--- config.mk ---
export PLATFORM = sky130hd
export DESIGN_NAME = accel_smoother_flat
export DESIGN_NICKNAME = d
export VERILOG_FILES = /design/src/rtl/accel_smoother_if.sv /design/src/rtl/accel_smoother.sv /design/src/flat_wrapper.sv
export SDC_FILE = /design/constraint.sdc
export NUM_CORES = 1
export LEC_CHECK = 0
export BUFFER_PORTS_ARGS = -buffer_cell sky130_fd_sc_hd__buf_4
export CAP_MARGIN = 20
export CORE_MARGIN = 2
export CORE_UTILIZATION = 40
export DETAILED_ROUTE_END_ITERATION = 8
export GPL_TIMING_DRIVEN = 0
export PLACE_DENSITY_LB_ADDON = 0.25
export SETUP_SLACK_MARGIN = 0.3
export SKIP_LAST_GASP = 1
export SLEW_MARGIN = 20
export SYNTH_ARGS = -nofsm -noshare
export SYNTH_HDL_FRONTEND = slang
export SYNTH_SLANG_ARGS = --single-unit
--- constraint.sdc ---
create_clock -name spi_clk -period 5.7 [get_ports spi_clk]
set_input_delay 1.14 -clock spi_clk [delete_from_list [all_inputs] [get_ports spi_clk]]
set_output_delay 1.14 -clock spi_clk [all_outputs]
set_load 0.01 [all_outputs]
--- src/rtl/accel_smoother_if.sv ---
// accel_smoother_if
// Groups the sample-in and filtered-out signals of the accelerometer smoother.
//   in_valid        : one-cycle pulse, a raw sample is present on in_x/in_y/in_z
//   in_x/in_y/in_z  : raw signed 16-bit axis samples
//   out_valid       : one-cycle pulse, out_x/out_y/out_z have just been updated
//   out_x/y/z       : signed moving-average results
//   filled          : the averaging window holds only real samples
//   motion          : the filtered output moved by more than the threshold on the last update
//   overrun         : sticky, a sample arrived while the smoother was busy and was dropped
// Modport master drives samples (accelerometer controller side).
// Modport slave is used by the smoother itself.
interface accel_smoother_if;
    logic               in_valid;
    logic signed [15:0] in_x;
    logic signed [15:0] in_y;
    logic signed [15:0] in_z;
    logic               out_valid;
    logic signed [15:0] out_x;
    logic signed [15:0] out_y;
    logic signed [15:0] out_z;
    logic               filled;
    logic               motion;
    logic               overrun;

    modport master (
        output in_valid, in_x, in_y, in_z,
        input  out_valid, out_x, out_y, out_z, filled, motion, overrun
    );

    modport slave (
        input  in_valid, in_x, in_y, in_z,
        output out_valid, out_x, out_y, out_z, filled, motion, overrun
    );
endinterface

--- src/rtl/accel_smoother.sv ---
// accel_smoother
// Three-axis moving-average filter for raw accelerometer samples. Each accepted
// sample is folded into a per-axis circular window of 2^DEPTH_LOG2 entries, one
// axis per cycle, and the averaged result is published with a one-cycle
// out_valid pulse. A motion flag reports large steps in the filtered output.
// Ports:
//   spi_clk : clock, rising edge
//   n_rst   : asynchronous active-low reset
//   bus     : accel_smoother_if.slave (sample in, filtered results and status out)
module accel_smoother #(
    parameter int          DEPTH_LOG2    = 3,
    parameter logic [15:0] MOTION_THRESH = 16'd64
) (
    input  logic             spi_clk,
    input  logic             n_rst,
    accel_smoother_if.slave  bus
);

    localparam int WINDOW = 1 << DEPTH_LOG2;
    localparam int SUM_W  = 16 + DEPTH_LOG2;
    localparam int CNT_W  = DEPTH_LOG2 + 1;

    typedef enum logic [2:0] {
        IDLE,
        AX,
        AY,
        AZ,
        EMIT
    } state_t;

    state_t state;
    state_t next_state;

    logic signed [15:0]      hold_x, hold_y, hold_z;
    logic signed [15:0]      buf_x [WINDOW];
    logic signed [15:0]      buf_y [WINDOW];
    logic signed [15:0]      buf_z [WINDOW];
    logic signed [SUM_W-1:0] sum_x, sum_y, sum_z;
    logic [DEPTH_LOG2-1:0]   wptr;
    logic [CNT_W-1:0]        count;

    logic signed [15:0]      avg_x, avg_y, avg_z;
    logic                    window_full;
    logic                    step_big;

    // The sum carries DEPTH_LOG2 extra bits, so the arithmetic shift always
    // lands back inside 16 bits; >>> floors toward minus infinity.
    assign avg_x = 16'(sum_x >>> DEPTH_LOG2);
    assign avg_y = 16'(sum_y >>> DEPTH_LOG2);
    assign avg_z = 16'(sum_z >>> DEPTH_LOG2);

    assign window_full = (count == CNT_W'(WINDOW));
    assign bus.filled  = window_full;

    // Step size is taken at 17 bits so a full-range swing cannot wrap.
    function automatic logic exceeds(input logic signed [15:0] now_val,
                                     input logic signed [15:0] prev_val);
        logic signed [16:0] diff;
        logic        [16:0] mag;
        diff = 17'(now_val) - 17'(prev_val);
        mag  = diff[16] ? -diff : diff;
        return mag > {1'b0, MOTION_THRESH};
    endfunction

    assign step_big = exceeds(avg_x, bus.out_x) ||
                      exceeds(avg_y, bus.out_y) ||
                      exceeds(avg_z, bus.out_z);

    always_ff @(posedge spi_clk or negedge n_rst) begin
        if (!n_rst) begin
            state <= IDLE;
        end else begin
            state <= next_state;
        end
    end

    always_comb begin
        next_state = state;
        case (state)
            IDLE:    if (bus.in_valid) next_state = AX;
            AX:      next_state = AY;
            AY:      next_state = AZ;
            AZ:      next_state = EMIT;
            EMIT:    next_state = IDLE;
            default: next_state = IDLE;
        endcase
    end

    // Datapath: each axis swaps its oldest window entry for the new sample in
    // its own state, so only one buffer is written per cycle. Empty slots start
    // at zero, which biases the average toward zero until the window fills.
    always_ff @(posedge spi_clk or negedge n_rst) begin
        if (!n_rst) begin
            hold_x        <= '0;
            hold_y        <= '0;
            hold_z        <= '0;
            for (int i = 0; i < WINDOW; i++) begin
                buf_x[i] <= '0;
                buf_y[i] <= '0;
                buf_z[i] <= '0;
            end
            sum_x         <= '0;
            sum_y         <= '0;
            sum_z         <= '0;
            wptr          <= '0;
            count         <= '0;
            bus.out_x     <= '0;
            bus.out_y     <= '0;
            bus.out_z     <= '0;
            bus.out_valid <= 1'b0;
            bus.motion    <= 1'b0;
            bus.overrun   <= 1'b0;
        end else begin
            bus.out_valid <= 1'b0;
            if (bus.in_valid && state != IDLE) begin
                bus.overrun <= 1'b1;
            end
            case (state)
                IDLE: begin
                    if (bus.in_valid) begin
                        hold_x <= bus.in_x;
                        hold_y <= bus.in_y;
                        hold_z <= bus.in_z;
                    end
                end
                AX: begin
                    sum_x       <= sum_x + SUM_W'(hold_x) - SUM_W'(buf_x[wptr]);
                    buf_x[wptr] <= hold_x;
                end
                AY: begin
                    sum_y       <= sum_y + SUM_W'(hold_y) - SUM_W'(buf_y[wptr]);
                    buf_y[wptr] <= hold_y;
                end
                AZ: begin
                    sum_z       <= sum_z + SUM_W'(hold_z) - SUM_W'(buf_z[wptr]);
                    buf_z[wptr] <= hold_z;
                end
                EMIT: begin
                    bus.out_x     <= avg_x;
                    bus.out_y     <= avg_y;
                    bus.out_z     <= avg_z;
                    bus.out_valid <= 1'b1;
                    // Motion is only meaningful once the previous output was a full-window average.
                    bus.motion    <= window_full && step_big;
                    wptr          <= wptr + DEPTH_LOG2'(1);
                    if (!window_full) begin
                        count <= count + CNT_W'(1);
                    end
                end
                default: ;
            endcase
        end
    end

endmodule

--- src/flat_wrapper.sv ---
// flat-port wrapper written by rule: the top's interface ports become plain ports
module accel_smoother_flat 
#(
    parameter int          DEPTH_LOG2    = 3,
    parameter logic [15:0] MOTION_THRESH = 16'd64
)
  (spi_clk, n_rst, bus_in_valid, bus_in_x, bus_in_y, bus_in_z, bus_out_valid, bus_out_x, bus_out_y, bus_out_z, bus_filled, bus_motion, bus_overrun);
  accel_smoother_if bus_i ();
  input  logic spi_clk;
  input  logic n_rst;
  input wire logic [$bits(bus_i.in_valid)-1:0] bus_in_valid;
  input wire logic [$bits(bus_i.in_x)-1:0] bus_in_x;
  input wire logic [$bits(bus_i.in_y)-1:0] bus_in_y;
  input wire logic [$bits(bus_i.in_z)-1:0] bus_in_z;
  output wire logic [$bits(bus_i.out_valid)-1:0] bus_out_valid;
  output wire logic [$bits(bus_i.out_x)-1:0] bus_out_x;
  output wire logic [$bits(bus_i.out_y)-1:0] bus_out_y;
  output wire logic [$bits(bus_i.out_z)-1:0] bus_out_z;
  output wire logic [$bits(bus_i.filled)-1:0] bus_filled;
  output wire logic [$bits(bus_i.motion)-1:0] bus_motion;
  output wire logic [$bits(bus_i.overrun)-1:0] bus_overrun;
  assign bus_i.in_valid = bus_in_valid;
  assign bus_i.in_x = bus_in_x;
  assign bus_i.in_y = bus_in_y;
  assign bus_i.in_z = bus_in_z;
  assign bus_out_valid = bus_i.out_valid;
  assign bus_out_x = bus_i.out_x;
  assign bus_out_y = bus_i.out_y;
  assign bus_out_z = bus_i.out_z;
  assign bus_filled = bus_i.filled;
  assign bus_motion = bus_i.motion;
  assign bus_overrun = bus_i.overrun;
  accel_smoother #(.DEPTH_LOG2(DEPTH_LOG2), .MOTION_THRESH(MOTION_THRESH)) u_core (.spi_clk(spi_clk), .n_rst(n_rst), .bus(bus_i));
endmodule
Yosys cells after proc, flatten, opt, wreduce, memory -nomap -nowiden:

Cells that the tools add are included.

* add/sub/neg operators: 14
* reductions and logical operators: 9
* mux-type cells: 20
* order comparisons: 5
* bitwise operators: 2
* eq/ne operators: 6

Operators by type and width (number)
* bitwise mux 128 bit: 3
* binary-select mux 16 bit (select 3 bit): 3
* two-way mux 16 bit: 7
* adder 19 x 16 -> 19 bit: 3
* subtractor 19 x 16 -> 19 bit: 3
* > comparator 17 x 7 -> 1 bit, second input constant: 3
* two-way mux 17 bit: 3
* negation 17 bit: 3
* subtractor 16 x 16 -> 17 bit: 3
* demux 16 bit (select 3 bit): 1
* case mux 3 bit (4 select lines): 1
* == test 3 x 2 -> 1 bit, second input constant: 2
* adder 4 x 1 -> 4 bit, second input constant: 1
* == test 4 bit, second input constant: 1
* greater-or-equal comparator 4 bit, second input constant: 1
* less-than comparator 4 x 1 -> 1 bit, second input constant: 1
* NOT 3 -> 4 bit: 1
* AND reduction 2 bit: 2
* adder 3 x 1 -> 3 bit, second input constant: 1
* == test 3 x 1 -> 1 bit, second input constant: 1
* == test 3 bit, second input constant: 1
* logical AND 1 bit: 3
* zero test 3 bit: 1
* two-way mux 3 bit: 1
* 5 further kinds: 6

* register bits after elaboration: 550
* logic and storage cells: 95
* output and inout bits: 52

Depth between registers and ports, before layout:

* depth after elaboration: 7
* depth in mapped cells: 24

Worst setup path before layout:

Ideal clock, no wire load.

* path kind: reg2reg
* from: register u_core.wptr[1]
* to: register u_core.sum_z[17]
* cell stages (with the launch flop): 22
* setup time: 0.131 ns
* arrival time: 4.887 ns
* buffers on the path: 3
* slack: 0.682 ns
* data required time: 5.569 ns
* cells stage by stage: dfrtp_1 > clkbuf_1 > nor3b_1 > clkbuf_1 > buf_1 > a22oi_1 > nand4_1 > fa_1 > inv_1 > ha_1 > a21o_1 > a21oi_1 > nor2b_1 > o21a_1 > o22ai_1 > o21ai_0 > o41ai_1 > o21ai_0 > or4_1 > a31oi_1 > xor2_1 > o21ai_1

* word-level cells in the longest chain between the ends: 5

RTL lines
* start, declared: line accel_smoother.sv:39 `logic [DEPTH_LOG2-1:0] wptr;`
* start signal, assigned: line accel_smoother.sv:145 `wptr <= wptr + DEPTH_LOG2'(1);`
* NOT 3 -> 4 bit (implied by the code): line accel_smoother.sv:135 `sum_z <= sum_z + SUM_W'(hold_z) - SUM_W'(buf_z[wptr]);`
* binary-select mux 16 bit (select 3 bit): line accel_smoother.sv:135
* two-way mux 16 bit (implied by the code) (2 in series): line accel_smoother.sv:135
* subtractor 19 x 16 -> 19 bit: line accel_smoother.sv:135
* end signal, assigned: line accel_smoother.sv:135
* end, declared: line accel_smoother.sv:38 `logic signed [SUM_W-1:0] sum_x, sum_y, sum_z;`

Every way passes these cells. The select of a mux whose other input is x is not followed.
A chain may end at the register's enable or synchronous reset.

Worst setup path after layout:

Ends and elaborated chain as after synthesis.

==> run_results.csv <==
group,metric,value,unit
cells_and_area,nFillCells,7153,
logic_synthesis,ys.warnings.count,0,
die,start_util,0.402,
critical_path,arrival,5700,ps
place,dp_hpwl,67300,µm
critical_path,crit_path_end_kind,"flip-flop",
routing,dr.pass1.iters,5,
flow_run,cap_viol_max_count,0,
global_routing,grt_max_degree,100,
routing,drtIter0Drc,2139,
cells_and_area,antenna_cells,0,
cells_and_area,layout-drive-gt1-share,0.115,
logic_synthesis,ys.flop_type,"dfrtp_1",
logic_synthesis,syn-cell-area,29800,µm²
die,die_h,277,µm
critical_path,start_kind,"flip-flop",
clock_tree,clk-insertion-delay-late,650,ps
outcome,status,"finished, final reports clean",
clock_tree,root_buffer,"clkbuf_16",
clock_tree,h-tree-depth,2,
logic_synthesis,synth_area_per_cell,9.25,µm²
global_routing,antenna_found_initial,2,
sta,fin_worst_skew,33.4,ps
routing,via_per_inst,5.54,
cells_and_area,final_cell_mix,"562 x nand2_1, 550 x dfrtp_1, 492 x o21ai_0, 256 x inv_1, 189 x a22oi_1",
global_routing,grt_pass1_vias,23300,
global_routing,grt_use_total,0.240,
global_routing,grt_pass1_wl,143000,µm
logic_synthesis,ys_seq_area_frac,0.462,
clock_tree,numCtsBuffers,59,
place,gp_congestion,0.879,
clock_tree,cts.sinks,550,
sta,slew_violations,0,
critical_path,criticalPathCategory,"reg2reg",
sta,period_minus_slack,5210,ps
routing,drtAntennaViolNets,0,
clock_tree,clock_tree.buffer_depth,3,
sta,final-hold-violation-count,0,
cells_and_area,multi_input_area,14400,µm²
die,fp.dieW,277,µm
sta,slew-limit-headroom,0.287,
critical_path,r2r-start,"u_core.wptr[1]",
logic_synthesis,syn-num-nets,3436,
routing,drc,0,
cells_and_area,mostFrequentLayoutCell,"nand2_1",
die,core_area,74100,µm²
cells_and_area,final_cells,4409,
die,fp-row-count,100,
clock_tree,cts_tree,"built",
critical_path,crit_fanout,10,
sta,setup-violations-final,0,
sta,fmax,192,MHz
logic_synthesis,ys_async_sr_fraction,1.00,
place,numPlacedInstances,4295,
logic_synthesis,ys_ff_latch,550,
logic_synthesis,netlist_instances,3217,
routing,wl_per_cell,21.1,µm
critical_path,crit_required,6190,ps
cells_and_area,ff_latch_area,13800,µm²
clock_tree,postCtsHoldBufs,0,
critical_path,reg2reg_slack,490,ps
clock_tree,clk_pin_slew,60,ps
sta,worst_pin_slew,1070,ps
logic_synthesis,synth_edf_count,0,
die,io_pins,103,
die,die-area,76600,µm²
sta,rsz0062_at_grt,"true",
min_path,min_path_type,"in2async",
cells_and_area,area_growth,15.4,%
logic_synthesis,synth.distinct_cells,87,
sta,fin_crit_sh,0.914,
place,portBuffers,102,
routing,wl,93200,µm
routing,vias,24400,
global_routing,grt_overflow,0,
cells_and_area,fin_nets,3611,
critical_path,crit_path_start,"u_core.wptr[1]",
==> path summary, 6_finish.rpt <==
path,end,cells past startpoint
max,u_core.sum_z[17],21
min,u_core.buf_z[69],1
max reg2reg,u_core.sum_z[17],21
min reg2reg,u_core.count[3],1
max in group asynchronous,u_core.buf_x[127],3
min in group spi_clk,u_core.count[3],1
==> registers in the layout, indices dropped and copies added (netlist names) <==
signal / cells
u_core.buf_x: 128
u_core.buf_y: 128
u_core.buf_z: 128
u_core.bus.motion: 1
u_core.bus.out_valid: 1
u_core.bus.out_x: 16
u_core.bus.out_y: 16
u_core.bus.out_z: 16
u_core.bus.overrun: 1
u_core.count: 4
u_core.hold_x: 16
u_core.hold_y: 16
u_core.hold_z: 16
u_core.state: 3
u_core.sum_x: 19
u_core.sum_y: 19
u_core.sum_z: 19
u_core.wptr: 3
==> critical path, cell delays in order, from the launching register on <==
cell     delay [ps]
dfrtp_1         380
buf_4           200
nor3_4          370
buf_4           320
buf_4           330
a22oi_1         140
nand4_1         130
fa_1            460
inv_1            80
ha_1            230
a21o_1          190
a21oi_1         220
nor2b_1          80
o21a_1          210
o22ai_2         170
o21ai_0         170
o41ai_2         310
o21ai_1         180
or4_1           430
a31oi_1         220
xor2_1          180
o21ai_1          70
==> cells in the mapped netlist (13+ instances only) <==
| master | n | share of area |
|---|---|---|
| nand4_1 | 55 | 0.012 |
| a31oi_1 | 22 | 0.0046 |
| inv_1 | 256 | 0.032 |
| nor3_1 | 33 | 0.0055 |
| nand2_1 | 562 | 0.071 |
| a211oi_1 | 15 | 0.0038 |
| ha_1 | 111 | 0.047 |
| a22oi_1 | 194 | 0.049 |
| nand3_1 | 30 | 0.0050 |
| nor2b_1 | 20 | 0.0042 |
| a21o_1 | 20 | 0.0050 |
| nand2b_1 | 25 | 0.0053 |
| and2_1 | 13 | 0.0027 |
| a21oi_1 | 64 | 0.011 |
| buf_1 | 18 | 0.0023 |
| fa_1 | 57 | 0.038 |
| or3_1 | 19 | 0.0040 |
| o21ai_0 | 493 | 0.083 |
| xor2_1 | 41 | 0.012 |
| nor2_1 | 83 | 0.010 |
| dfrtp_1 | 550 | 0.46 |
| o21a_1 | 17 | 0.0043 |
| clkbuf_1 | 146 | 0.018 |
| o211ai_1 | 13 | 0.0033 |
| clkinv_1 | 32 | 0.0040 |
| mux2_2 | 72 | 0.027 |
| xnor2_1 | 63 | 0.019 |
==> logic make-up after synthesis <==
group           after synthesis  share of synthesized area
fa+ha+maj                   168                     0.0850
mux                          80                     0.0299
xor+xnor                    104                     0.0306
simple gates                917                      0.139
flops                       550                      0.462
compound gates              941                      0.195
buf+inv                     457                     0.0580
==> layout make-up <==
class | instances | share of cell area
Buffer | 169 | 0.0241
Multi-Input combinational cell | 2210 | 0.420
Sequential cell | 550 | 0.400
Clock buffer | 88 | 0.0523
Inverter | 288 | 0.0315
Timing Repair Buffer | 114 | 0.0286
Tap cell | 969 | 0.0353
Clock inverter | 21 | 0.00750
==> routing by layer <==
metal / GRT usage / vias to the layer above / share of wire
met3: 0.0567 / 175 / 0.079
met1: 0.334 / 12000 / 0.44
met4: 0.0844 / 2 / 0.037
met2: 0.368 / 790 / 0.44
met5: 0 / - / 0.00013
li1: - / 11500 / -
==> stage by stage <==
| stage | hold slack [ps] | setup WS [ps] | TNS, ps | utilization | area, µm² |
|---|---|---|---|---|---|
| after floorplan | 445 | 682 | 0 | - | 29800 |
| after global placement | 453 | -2630 | -1434300 | 0.429 | 31800 |
| after detailed placement | 460 | -1460 | -21630 | 0.431 | 32000 |
| after CTS | 437 | 187 | 0 | 0.463 | 34300 |
| after global routing | 461 | 270 | 0 | 0.464 | 34400 |
| final | 423 | 489 | 0 | 0.464 | 34400 |
==> repair_timing <==
item	CTS	global route
pin swaps	2	7
cloned	0	0
setup buffers	3	2
gates resized for setup	103	45
setup endpoints to repair	42	15
Power is left out: the tool's default activity adds up to more than one toggle a clock period on the data nets, which glitch-free logic cannot reach.
